==> config.mk <==
export PLATFORM = sky130hd
export DESIGN_NAME = hazard_ctrl
export DESIGN_NICKNAME = d
export VERILOG_FILES = /design/src/rtl/hazard_ctrl.sv
export SDC_FILE = /design/constraint.sdc
export NUM_CORES = 1
export LEC_CHECK = 0
export ABC_CLOCK_PERIOD_IN_PS = 2700
export CORE_MARGIN = 4
export CORE_UTILIZATION = 46
export CTS_BUF_LIST = sky130_fd_sc_hd__clkbuf_4 sky130_fd_sc_hd__clkbuf_8
export CTS_CLUSTER_DIAMETER = 50
export DETAILED_ROUTE_END_ITERATION = 16
export PLACE_DENSITY = 0.9
export REMOVE_ABC_BUFFERS = 1
export SYNTH_ARGS = -nofsm -noshare
export SYNTH_HDL_FRONTEND = slang
export SYNTH_SLANG_ARGS = --single-unit
==> constraint.sdc <==
create_clock -name clk -period 2.7 [get_ports clk]
set_clock_uncertainty 0.2 [all_clocks]
set_input_delay 0.54 -clock clk [delete_from_list [all_inputs] [get_ports clk]]
set_output_delay 0.54 -clock clk [all_outputs]
set_load 0.01 [all_outputs]
==> src/rtl/hazard_ctrl.sv <==
// Hazard controller for the 5-stage RV32I pipeline: EX operand forwarding, load-use stall,
// redirect flush sequencing across the 1-cycle-latency instruction memory, and perf counters.
module hazard_ctrl #(
    parameter int REG_ADDR_W = 5,
    parameter int CNT_WIDTH  = 16
) (
    input  logic                  clk,
    input  logic                  rst_n,
    input  logic [REG_ADDR_W-1:0] id_rs1,
    input  logic [REG_ADDR_W-1:0] id_rs2,
    input  logic                  id_uses_rs1,
    input  logic                  id_uses_rs2,
    input  logic [REG_ADDR_W-1:0] ex_rs1,
    input  logic [REG_ADDR_W-1:0] ex_rs2,
    input  logic [REG_ADDR_W-1:0] ex_rd,
    input  logic                  ex_mem_read,
    input  logic                  ex_jump_taken,
    input  logic [REG_ADDR_W-1:0] mem_rd,
    input  logic                  mem_reg_write,
    input  logic [REG_ADDR_W-1:0] wb_rd,
    input  logic                  wb_reg_write,
    input  logic                  imem_rvalid,
    input  logic                  cnt_clear,
    output logic [1:0]            fwd_rs1_sel,
    output logic [1:0]            fwd_rs2_sel,
    output logic                  pc_stall,
    output logic                  if_id_stall,
    output logic                  if_id_flush,
    output logic                  id_ex_flush,
    output logic [1:0]            jump_state,
    output logic [CNT_WIDTH-1:0]  stall_cycles,
    output logic [CNT_WIDTH-1:0]  redirect_events
);

    // alu_data_sel_e
    localparam logic [1:0] SEL_ID2EX_BUF   = 2'd0;
    localparam logic [1:0] SEL_MEM_FORWARD = 2'd1;
    localparam logic [1:0] SEL_WB_FORWARD  = 2'd2;

    // jump_inst_read_delay_e
    localparam logic [1:0] JS_IDLE    = 2'd0;
    localparam logic [1:0] JS_INVALID = 2'd1;
    localparam logic [1:0] JS_WAIT    = 2'd2;

    logic [1:0]           jump_state_q, jump_state_d;
    logic [CNT_WIDTH-1:0] stall_cnt_q, stall_cnt_d;
    logic [CNT_WIDTH-1:0] redir_cnt_q, redir_cnt_d;
    logic                 load_use;
    logic                 mem_hit1, mem_hit2, wb_hit1, wb_hit2;

    assign mem_hit1 = mem_reg_write && (mem_rd != '0) && (mem_rd == ex_rs1);
    assign mem_hit2 = mem_reg_write && (mem_rd != '0) && (mem_rd == ex_rs2);
    assign wb_hit1  = wb_reg_write  && (wb_rd  != '0) && (wb_rd  == ex_rs1);
    assign wb_hit2  = wb_reg_write  && (wb_rd  != '0) && (wb_rd  == ex_rs2);

    // NOTE: every output of this block is given a default first so no latch is inferred.
    always_comb begin
        fwd_rs1_sel = SEL_ID2EX_BUF;
        fwd_rs2_sel = SEL_ID2EX_BUF;
        if (mem_hit1)     fwd_rs1_sel = SEL_MEM_FORWARD;
        else if (wb_hit1) fwd_rs1_sel = SEL_WB_FORWARD;
        if (mem_hit2)     fwd_rs2_sel = SEL_MEM_FORWARD;
        else if (wb_hit2) fwd_rs2_sel = SEL_WB_FORWARD;
    end

    // A pending redirect squashes the ID instruction anyway, so a load-use stall would be wasted.
    assign load_use = ex_mem_read && (ex_rd != '0) && !ex_jump_taken && (jump_state_q == JS_IDLE)
                   && ((id_uses_rs1 && (id_rs1 == ex_rd)) || (id_uses_rs2 && (id_rs2 == ex_rd)));

    assign pc_stall    = load_use;
    assign if_id_stall = load_use;
    assign id_ex_flush = ex_jump_taken || load_use;
    assign if_id_flush = ex_jump_taken || (jump_state_q == JS_INVALID)
                      || ((jump_state_q == JS_WAIT) && !imem_rvalid);

    always_comb begin
        jump_state_d = jump_state_q;
        if (ex_jump_taken) begin
            jump_state_d = JS_INVALID;
        end else begin
            case (jump_state_q)
                JS_INVALID: jump_state_d = JS_WAIT;
                JS_WAIT:    jump_state_d = imem_rvalid ? JS_IDLE : JS_WAIT;
                default:    jump_state_d = JS_IDLE;
            endcase
        end
    end

    always_comb begin
        stall_cnt_d = stall_cnt_q;
        redir_cnt_d = redir_cnt_q;
        if (cnt_clear) begin
            stall_cnt_d = '0;
            redir_cnt_d = '0;
        end else begin
            if (pc_stall && (stall_cnt_q != '1))      stall_cnt_d = stall_cnt_q + 1'b1;
            if (ex_jump_taken && (redir_cnt_q != '1)) redir_cnt_d = redir_cnt_q + 1'b1;
        end
    end

    // NOTE: state registers use non-blocking assignments so all of them update together at the edge.
    always_ff @(posedge clk or negedge rst_n) begin
        if (!rst_n) begin
            jump_state_q <= JS_IDLE;
            stall_cnt_q  <= '0;
            redir_cnt_q  <= '0;
        end else begin
            jump_state_q <= jump_state_d;
            stall_cnt_q  <= stall_cnt_d;
            redir_cnt_q  <= redir_cnt_d;
        end
    end

    assign jump_state      = jump_state_q;
    assign stall_cycles    = stall_cnt_q;
    assign redirect_events = redir_cnt_q;

endmodule

==> results of run 1 <==
## logic make-up after synthesis
| family | after synthesis | synth area share [%] |
|---|---|---|
| and+or+nand+nor | 115 | 27.3 |
| xor gates and xnor gates | 47 | 18.0 |
| DFF | 34 | 37.2 |
| AOI/OAI and AO/OA | 26 | 8.22 |
| buffers and inverters | 17 | 4.55 |
| adders and majority gates | 5 | 2.74 |
| muxes | 4 | 1.92 |
## state kept, by name, indices dropped and copies added, names as in the netlist
name	cells
jump_state	2
redirect_events	16
stall_cycles	16
## stage by stage
step                      util (%)  hold slack (ps)  cell area [sq um]  setup TNS (ps)  power (mW)
after floorplan                  -             44.4               2210               0       0.596
after global placement        71.0              347               3380           -4370       0.748
after detailed placement      71.0              359               3380           -4990       0.753
after CTS                     73.5              370               3500               0        1.19
after global routing          73.2              406               3480            -126        1.24
final                         73.2              373               3480               0        1.19
## timing repair
| action | 4_1_cts | 5_1_grt |
|---|---|---|
| setup endpoints to repair | 8 | 7 |
| pin swaps | 10 | 5 |
| buffers inserted | 1 | 0 |
| hold buffers | 0 | 0 |
| gates resized for setup | 57 | 7 |
## worst max-delay path, cell delays in order
cell             delay [ps]
clkdlybuf4s15_1         190
or4_4                   540
o21ai_2                 170
buf_4                   150
nor4_4                   50
nor4_2                  140
buf_2                   170
## layout make-up
class                   instances  area share (%)
multi-input cells             197            39.2
flip-flops and latches         34            24.4
clock buffers                   8            3.16
well taps                      67            2.41
repair buffers                117            30.0
inverters                       7           0.755
## worst paths after layout
check | slack, ps | startpoint | depth (start not counted) | endpoint
max in group asynchronous | 1540 | rst_n | 2 | stall_cycles[3]
min in group asynchronous | 450 | rst_n | 2 | redirect_events[7]
setup / recovery | 3 | mem_rd[4] | 7 | fwd_rs1_sel[1]
hold reg to reg | 370 | stall_cycles[13] | 2 | stall_cycles[13]
hold / removal | 370 | stall_cycles[13] | 2 | stall_cycles[13]
setup reg to reg | 360 | stall_cycles[0] | 7 | stall_cycles[5]
## placed cells by master (no fill, tap or decap), types with 2 or more instances in the layout
cell type / n
a21oi_1: 10
a311oi_1: 2
and3_1: 5
and4_1: 3
buf_2: 3
buf_4: 29
buf_6: 2
clkbuf_2: 4
clkbuf_8: 8
clkdlybuf4s15_1: 4
clkdlybuf4s50_1: 57
dfrtp_1: 34
dlygate4sd2_1: 17
ha_1: 5
inv_1: 7
mux2_1: 3
nand2_1: 17
nand2b_1: 3
nand3_1: 18
nand3_2: 2
nand4_1: 7
nor2_1: 28
nor2b_1: 6
nor3_1: 4
nor4_2: 3
o21ai_0: 2
o21ai_1: 3
o31ai_1: 3
or3_1: 2
or4_1: 9
xnor2_1: 17
xor2_1: 30
## metal layers
metal	routed length (um)	up-vias	share of wire, %	track usage (%)
li1	-	1095	-	-
met3	281	16	4.2	3.90
met4	143	0	2.1	8.22
met2	3650	73	55	41.7
met5	0	-	0	0
met1	2620	1124	39	26.4
## power by group through the flow
stage          Sequential, mW  Clock, mW  Combinational [mW]
6_report                0.519      0.445               0.221
5_1_grt                 0.520      0.477               0.239
4_1_cts                 0.519      0.452               0.221
3_5_place_dp            0.529          0               0.224
3_3_place_gp            0.528          0               0.219
2_1_floorplan           0.530          0              0.0657
==> flow_summary.json, run 1 <==
{
  "synthTopCellsByCount": "dfrtp_1, xor2_1, nor2_1, nand3_1",
  "fillers": 365,
  "hold_violations": 0,
  "placed_cells": 421,
  "yosys.area.top_type_share_pct": 37.2,
  "post-route-min-period_ps": 2700,
  "power.switching_mw": 0.293,
  "cts_root_buffer": "clkbuf_8",
  "place.gp.congestion": 0.819,
  "die_w_um": 78.5,
  "seq_area_frac_synth_pct": 37.2,
  "pin_count": 87,
  "nets": 412,
  "drt_wl_total_um": 6690,
  "irDropWorstVdd_mv": 0.223,
  "cp-end-kind": "output port",
  "critPathLaunchType": "input pin",
  "syn_area_per_cell_sq_um": 9.21,
  "wl_per_cell_um": 15.6,
  "antenna_found_initial": 0,
  "worst_slew_pin_slew_ps": 479,
  "p_comb_share_pct": 18.7,
  "p_sw_share_pct": 24.7,
  "register_area_sq_um": 851,
  "fin_crit_sh_pct": 99.9,
  "slew_viol_final": 0,
  "synth_edf_count": 0,
  "yosys_warnings": 0,
  "cp.arrival_ps": 1960,
  "via_count": 2308,
  "dr.pass1.iters": 4,
  "yosysUniqueCellTypes": 40,
  "htree_levels": 2,
  "path_class": "input pin to output port",
  "rows": 25,
  "fin_ws_ps": 3.16,
  "syn-cell-area_sq_mm": 0.00228,
  "first_iter_violations": 114,
  "rsz0062_at_grt": "yes",
  "grt_util_all_layers_pct": 22.7,
  "initial_core_util_pct": 48.1,
  "slew_headroom_pct": 67.8,
  "synth_seq_cells": 34,
  "worstPathMaxFanout": 2,
  "dieArea_sq_mm": 0.00616,
  "drcViolationCount": 0,
  "drive_gt1_share_pct": 17.4,
  "status": "complete, no violations",
  "hp-class": "flop to flop",
  "ctsLongestPathBuffers": 2,
  "grt_remaining_overflow": 0,
  "cts.clk_slew.worst_paths_ps": 70,
  "ant_nets": 0,
  "cts_made_buffers": 5,
  "fp.coreArea_sq_mm": 0.00475,
  "insertion_delay_ps": 290,
  "routed_via_density": 5.37,
  "post-dp-hpwl_um": 4900,
  "clock_sinks": 34,
  "finalSetupViolations": 0,
  "cp_data_required_time_ps": 1960,
  "dp_slack_ps": -730,
  "power_leakage_nw": 1.48,
  "p_clk_share_pct": 37.6,
  "internal-power_mw": 0.893,
  "area_growth_pct": 52.4,
  "cts_tree": "done",
  "stdcell_count": 430,
  "p_seq_share_pct": 43.8,
  "p_per_area_mw_per_mm2": 341,
  "clock.fmax_mhz": 371,
  "grt_pass1_wl_um": 11200,
  "async_reset_ff_share_pct": 100,
  "dieHeight_um": 78.5,
  "yosysMostFrequentCell": "dfrtp_1",
  "multiInputGateArea_sq_mm": 0.00137,
  "port-buffer-count": 86,
  "synth_ff_type": "dfrtp_1",
  "antenna_cells": 0,
  "grt_pass1_vias": 2425,
  "yosys.area.top_type": "dfrtp_1",
  "cap_violations": 0,
  "synthCells": 248,
  "grt_max_degree": 35,
  "synthTopCellsByArea": "dfrtp_1, xor2_1, xnor2_1"
}
No activity file was read; power rests on OpenSTA's default activity.
==> inputs of run 2 (changes only) <==
--- a/config.mk
+++ b/config.mk
@@ -5,7 +5,7 @@
 export SDC_FILE = /design/constraint.sdc
 export NUM_CORES = 1
 export LEC_CHECK = 0
-export ABC_CLOCK_PERIOD_IN_PS = 2700
+export ABC_CLOCK_PERIOD_IN_PS = 2500
 export CORE_MARGIN = 4
 export CORE_UTILIZATION = 46
 export CTS_BUF_LIST = sky130_fd_sc_hd__clkbuf_4 sky130_fd_sc_hd__clkbuf_8
==> constraint.sdc (replaced) <==
create_clock -name clk -period 2.5 [get_ports clk]
set_clock_uncertainty 0.2 [all_clocks]
set_input_delay 0.5 -clock clk [delete_from_list [all_inputs] [get_ports clk]]
set_output_delay 0.5 -clock clk [all_outputs]
set_load 0.01 [all_outputs]
==> flow_summary.json, run 2 (synthesis results as in run 1) <==
{
  "dieArea_sq_mm": 0.00616,
  "area_growth_pct": 56.5,
  "cts_made_buffers": 5,
  "nets": 415,
  "drt_wl_total_um": 6510,
  "cp.arrival_ps": 1840,
  "drcViolationCount": 0,
  "cp-startpoint": "mem_rd[4]",
  "clock_sinks": 34,
  "status": "complete, but fails checks",
  "grt_pass1_vias": 2356,
  "slew_headroom_pct": 69.6,
  "post-route-min-period_ps": 2540,
  "worst-r2r-cell-count": 9,
  "fillers": 351,
  "final_cell_mix": "clkdlybuf4s50_1, dfrtp_1, buf_4",
  "design_area_sq_mm": 0.00358,
  "grt_max_degree": 35,
  "dieHeight_um": 78.5,
  "grt_pass1_wl_um": 10700,
  "fp.coreArea_sq_mm": 0.00475,
  "wl_per_cell_um": 15.0,
  "cap_violations": 0,
  "post-dp-hpwl_um": 4970,
  "via_count": 2287,
  "cts.clk_slew.worst_paths_ps": 80,
  "irDropWorstVdd_mv": 0.285,
  "power_leakage_nw": 1.58,
  "die_w_um": 78.5,
  "path_class": "input pin to output port",
  "final_common_cell": "clkdlybuf4s50_1",
  "initial_core_util_pct": 48.1,
  "cp-end-kind": "output port",
  "drive_gt1_share_pct": 22.7,
  "pin_count": 87,
  "htree_levels": 2,
  "slew_viol_final": 0,
  "routed_via_density": 5.28,
  "reg2reg_to": "stall_cycles[15]",
  "finalSetupViolations": 2,
  "worstPathMaxFanout": 2,
  "setup_tns_ps": -70.9,
  "grt_util_all_layers_pct": 21.9,
  "p_total_mw": 1.33,
  "rsz0062_at_grt": "yes",
  "hold_violations": 0,
  "placed_cell_area_sq_mm": 0.00339,
  "fin_ws_ps": -43.0,
  "clock.fmax_mhz": 393,
  "critPathLaunchType": "input pin",
  "antenna_cells": 0,
  "fin_util_pct": 75.2,
  "insertion_delay_ps": 290,
  "p_per_area_mw_per_mm2": 371,
  "ctsLongestPathBuffers": 2,
  "port-buffer-count": 86,
  "r2r_start": "jump_state[0]",
  "worst_slew_pin_slew_ps": 452,
  "grt_remaining_overflow": 0,
  "rows": 25,
  "cts_root_buffer": "clkbuf_8",
  "place.gp.congestion": 0.815,
  "cts_tree": "done",
  "fin_crit_sh_pct": 102,
  "endpoint": "fwd_rs1_sel[1]",
  "cp_data_required_time_ps": 1800,
  "first_iter_violations": 74,
  "hp-class": "flop to flop",
  "r2r_slack_ps": 140,
  "dr.pass1.iters": 4,
  "violations": "setup timing",
  "antenna_found_initial": 0,
  "ant_nets": 0
}
==> run 2: how the worst min path moves through the flow <==
| stage | start | endpoint | slack [ps] | cells after the start |
|---|---|---|---|---|
| finish | redirect_events[11] | redirect_events[11] | 370 | 2 |
| global route | stall_cycles[13] | stall_cycles[13] | 390 | 2 |
| detailed placement | redirect_events[11] | redirect_events[11] | 360 | 2 |
| CTS | redirect_events[11] | redirect_events[11] | 370 | 2 |
| floorplan | rst_n | jump_state[0] | 4 | 0 |
| global placement | redirect_events[6] | redirect_events[6] | 340 | 2 |
==> run 2: metrics by stage <==
stage	worst slack, ps	hold WS (ps)	instances
finish	-43.0	368	433
global route	-71.5	394	433
CTS	-53.8	373	432
detailed placement	-849	358	423
global placement	-785	344	423
floorplan	6.66	4.41	238
==> run 2: timing repair <==
item / 4_1_cts / 5_1_grt
pin swaps: 14 / 11
gates resized for setup: 96 / 26
buffers inserted: 1 / 1
setup endpoints to repair: 16 / 14
hold buffers: 0 / 0
==> run 2: power by group <==
group          internal [mW]  total (mW)  leakage [nW]  switching (mW)
clock                  0.297       0.517        0.0504           0.221
combinational          0.135       0.249          1.05           0.115
sequential             0.555       0.560         0.471         0.00587
==> run 2: area by class of cell <==
type / instances / area [sq um] / area share [%]
multi-input combinational: 197 / 1410 / 39.4
clock inverter: 3 / 45.0 / 1.26
tap: 67 / 83.8 / 2.34
sequential: 34 / 851 / 23.8
inverter: 7 / 26.3 / 0.735
timing repair buffer: 120 / 1090 / 30.5
clock buffer: 5 / 68.8 / 1.92
==> run 2: worst max-delay path, cell delays in order <==
cell     delay (ps)
buf_6            90
or4_4           540
o21ai_4         190
buf_4           160
nor4_4           50
nor4_2          140
buf_2           170
==> run 2: metal layers <==
metal / GRT usage [%] / part of all wire (%) / up-vias
met4: 8.92 / 3.1 / 0
met3: 3.33 / 4.5 / 19
li1: - / - / 1095
met2: 40.7 / 53 / 70
met1: 24.7 / 39 / 1103
met5: 0 / 0 / -
==> inputs of run 3 (changes only) <==
--- a/config.mk
+++ b/config.mk
@@ -6,7 +6,7 @@
 export NUM_CORES = 1
 export LEC_CHECK = 0
 export ABC_CLOCK_PERIOD_IN_PS = 2500
-export CORE_MARGIN = 4
+export CORE_MARGIN = 5
 export CORE_UTILIZATION = 46
 export CTS_BUF_LIST = sky130_fd_sc_hd__clkbuf_4 sky130_fd_sc_hd__clkbuf_8
 export CTS_CLUSTER_DIAMETER = 50
==> flow_summary.json, run 3 (synthesis results as in run 1) <==
{
  "status": "complete, but fails checks",
  "violations": "setup timing",
  "path_class": "input pin to output port",
  "cp_data_required_time_ps": 1800,
  "grt_remaining_overflow": 0,
  "post-dp-hpwl_um": 4910,
  "p_comb_share_pct": 20.6,
  "port-buffer-count": 86,
  "internal-power_mw": 0.924,
  "die_w_um": 80.5,
  "grt.busiest_layer": "met2",
  "cp.arrival_ps": 1860,
  "nets": 411,
  "irDropWorstVdd_mv": 0.294,
  "initial_core_util_pct": 47.7,
  "final_common_cell": "clkdlybuf4s50_1",
  "place.gp.congestion": 0.840,
  "worst_slew_pin_slew_ps": 474,
  "dieHeight_um": 80.5,
  "p_total_mw": 1.24,
  "post-route-min-period_ps": 2560,
  "final_cell_mix": "clkdlybuf4s50_1, dfrtp_1, xor2_1",
  "grt_pass1_vias": 2254,
  "antenna_cells": 0,
  "worst-r2r-cell-count": 9,
  "dieArea_sq_mm": 0.00648,
  "worstPathMaxFanout": 2,
  "use_met1_pct": 25.6,
  "holdPathStages": 2,
  "cts_made_buffers": 5,
  "wl_per_cell_um": 15.3,
  "placed_cell_area_sq_mm": 0.00335,
  "htree_levels": 2,
  "cts_tree": "done",
  "pin_count": 87,
  "insertion_delay_ps": 280,
  "critPathLaunchType": "input pin",
  "rows": 25,
  "power.switching_mw": 0.315,
  "gr-usage-met2_pct": 38.5,
  "design_area_sq_mm": 0.00355,
  "r2r_slack_ps": 120,
  "fin_util_pct": 74.2,
  "ant_nets": 0,
  "hold_violations": 0,
  "via_count": 2262,
  "ctsLongestPathBuffers": 2,
  "grt_util_all_layers_pct": 21.3,
  "cp-end-kind": "output port",
  "drt_wl_total_um": 6580,
  "drive_gt1_share_pct": 22.9,
  "p_clk_share_pct": 34.2,
  "slew_viol_final": 0,
  "p_sw_share_pct": 25.4,
  "grt_pass1_wl_um": 10700,
  "clock_sinks": 34,
  "slew_headroom_pct": 68.1,
  "clock.fmax_mhz": 390,
  "first_iter_violations": 73,
  "fin_ws_ps": -64.3,
  "cap_violations": 0,
  "dr.pass1.iters": 4,
  "drcViolationCount": 0,
  "fin_crit_sh_pct": 103,
  "grt_max_degree": 35,
  "use_met3_pct": 5.27,
  "antenna_found_initial": 0,
  "routed_via_density": 5.27,
  "hold-worst-slack_ps": 356,
  "cts_root_buffer": "clkbuf_8",
  "power_leakage_nw": 1.53,
  "area_growth_pct": 55.4,
  "finalSetupViolations": 2,
  "cts.clk_slew.worst_paths_ps": 70,
  "hp-class": "flop to flop",
  "fp.coreArea_sq_mm": 0.00479,
  "p_per_area_mw_per_mm2": 349,
  "p_seq_share_pct": 45.2,
  "rsz0062_at_grt": "yes"
}
==> run 3: cell count changes in the layout (fill, tap and decap cells not counted), moves of 2 or more <==
| cell | before | now |
|---|---|---|
| buf_4 | 31 | 24 |
| clkdlybuf4s50_1 | 45 | 50 |
| dlymetal6s2s_1 | 9 | 4 |
| buf_6 | 8 | 11 |
| a21oi_1 | 10 | 8 |
| a21oi_2 | 1 | 3 |
| buf_2 | 8 | 10 |
| clkinvlp_4 | 2 | 0 |
==> run 3: path summary, 6_finish.rpt <==
kind,from,to
min in group asynchronous,rst_n,stall_cycles[1]
max in group asynchronous,rst_n,redirect_events[2]
worst min register to register,redirect_events[11],redirect_events[11]
worst max-delay path,mem_rd[4],fwd_rs2_sel[1]
worst min-delay path,redirect_events[11],redirect_events[11]
worst max register to register,jump_state[0],stall_cycles[13]
==> run 3: cell type report <==
type	instances	area, sq um
clock buffers	7	90.1
clock inverters	1	5.00
fillers	345	1240
inverters	7	26.3
multi-input cells	197	1440
flip-flops and latches	34	851
well taps	67	83.8
repair buffers	116	1060
==> run 3: routing by layer <==
layer	vias to the layer above	wire, um
met5	-	0
met4	0	4
met3	2	454
met2	94	3370
met1	1073	2750
li1	1093	-
==> run 3: stage by stage <==
stage / worst slack (ps) / setup TNS, ps / instances
finish: -64.3 / -111 / 429
global route: -115 / -186 / 429
CTS: -42.3 / -74.7 / 428
detailed placement: -1010 / -8870 / 418
global placement: -830 / -7350 / 418
floorplan: 6.66 / 0 / 238
==> run 3: timing repair <==
item                                    in CTS  in global routing
setup buffers                                2                  1
hold buffers                                 0                  0
pin swaps                                   12                 10
resized for setup                          112                 16
endpoints found under the setup margin      16                 13
==> run 3: power groups by stage <==
| stage | sequential (mW) | combinational, mW | clock (mW) |
|---|---|---|---|
| floorplan | 0.573 | 0.0710 | 0 |
| global placement | 0.571 | 0.230 | 0 |
| detailed placement | 0.571 | 0.238 | 0 |
| CTS | 0.561 | 0.247 | 0.435 |
| global route | 0.561 | 0.273 | 0.463 |
| finish | 0.561 | 0.255 | 0.424 |
==> run 3: critical path, cell delays in order <==
cell	delay, ps
buf_6	90
or4_4	540
o21ai_4	200
nor4_4	80
buf_4	150
nor4_4	120
buf_2	180
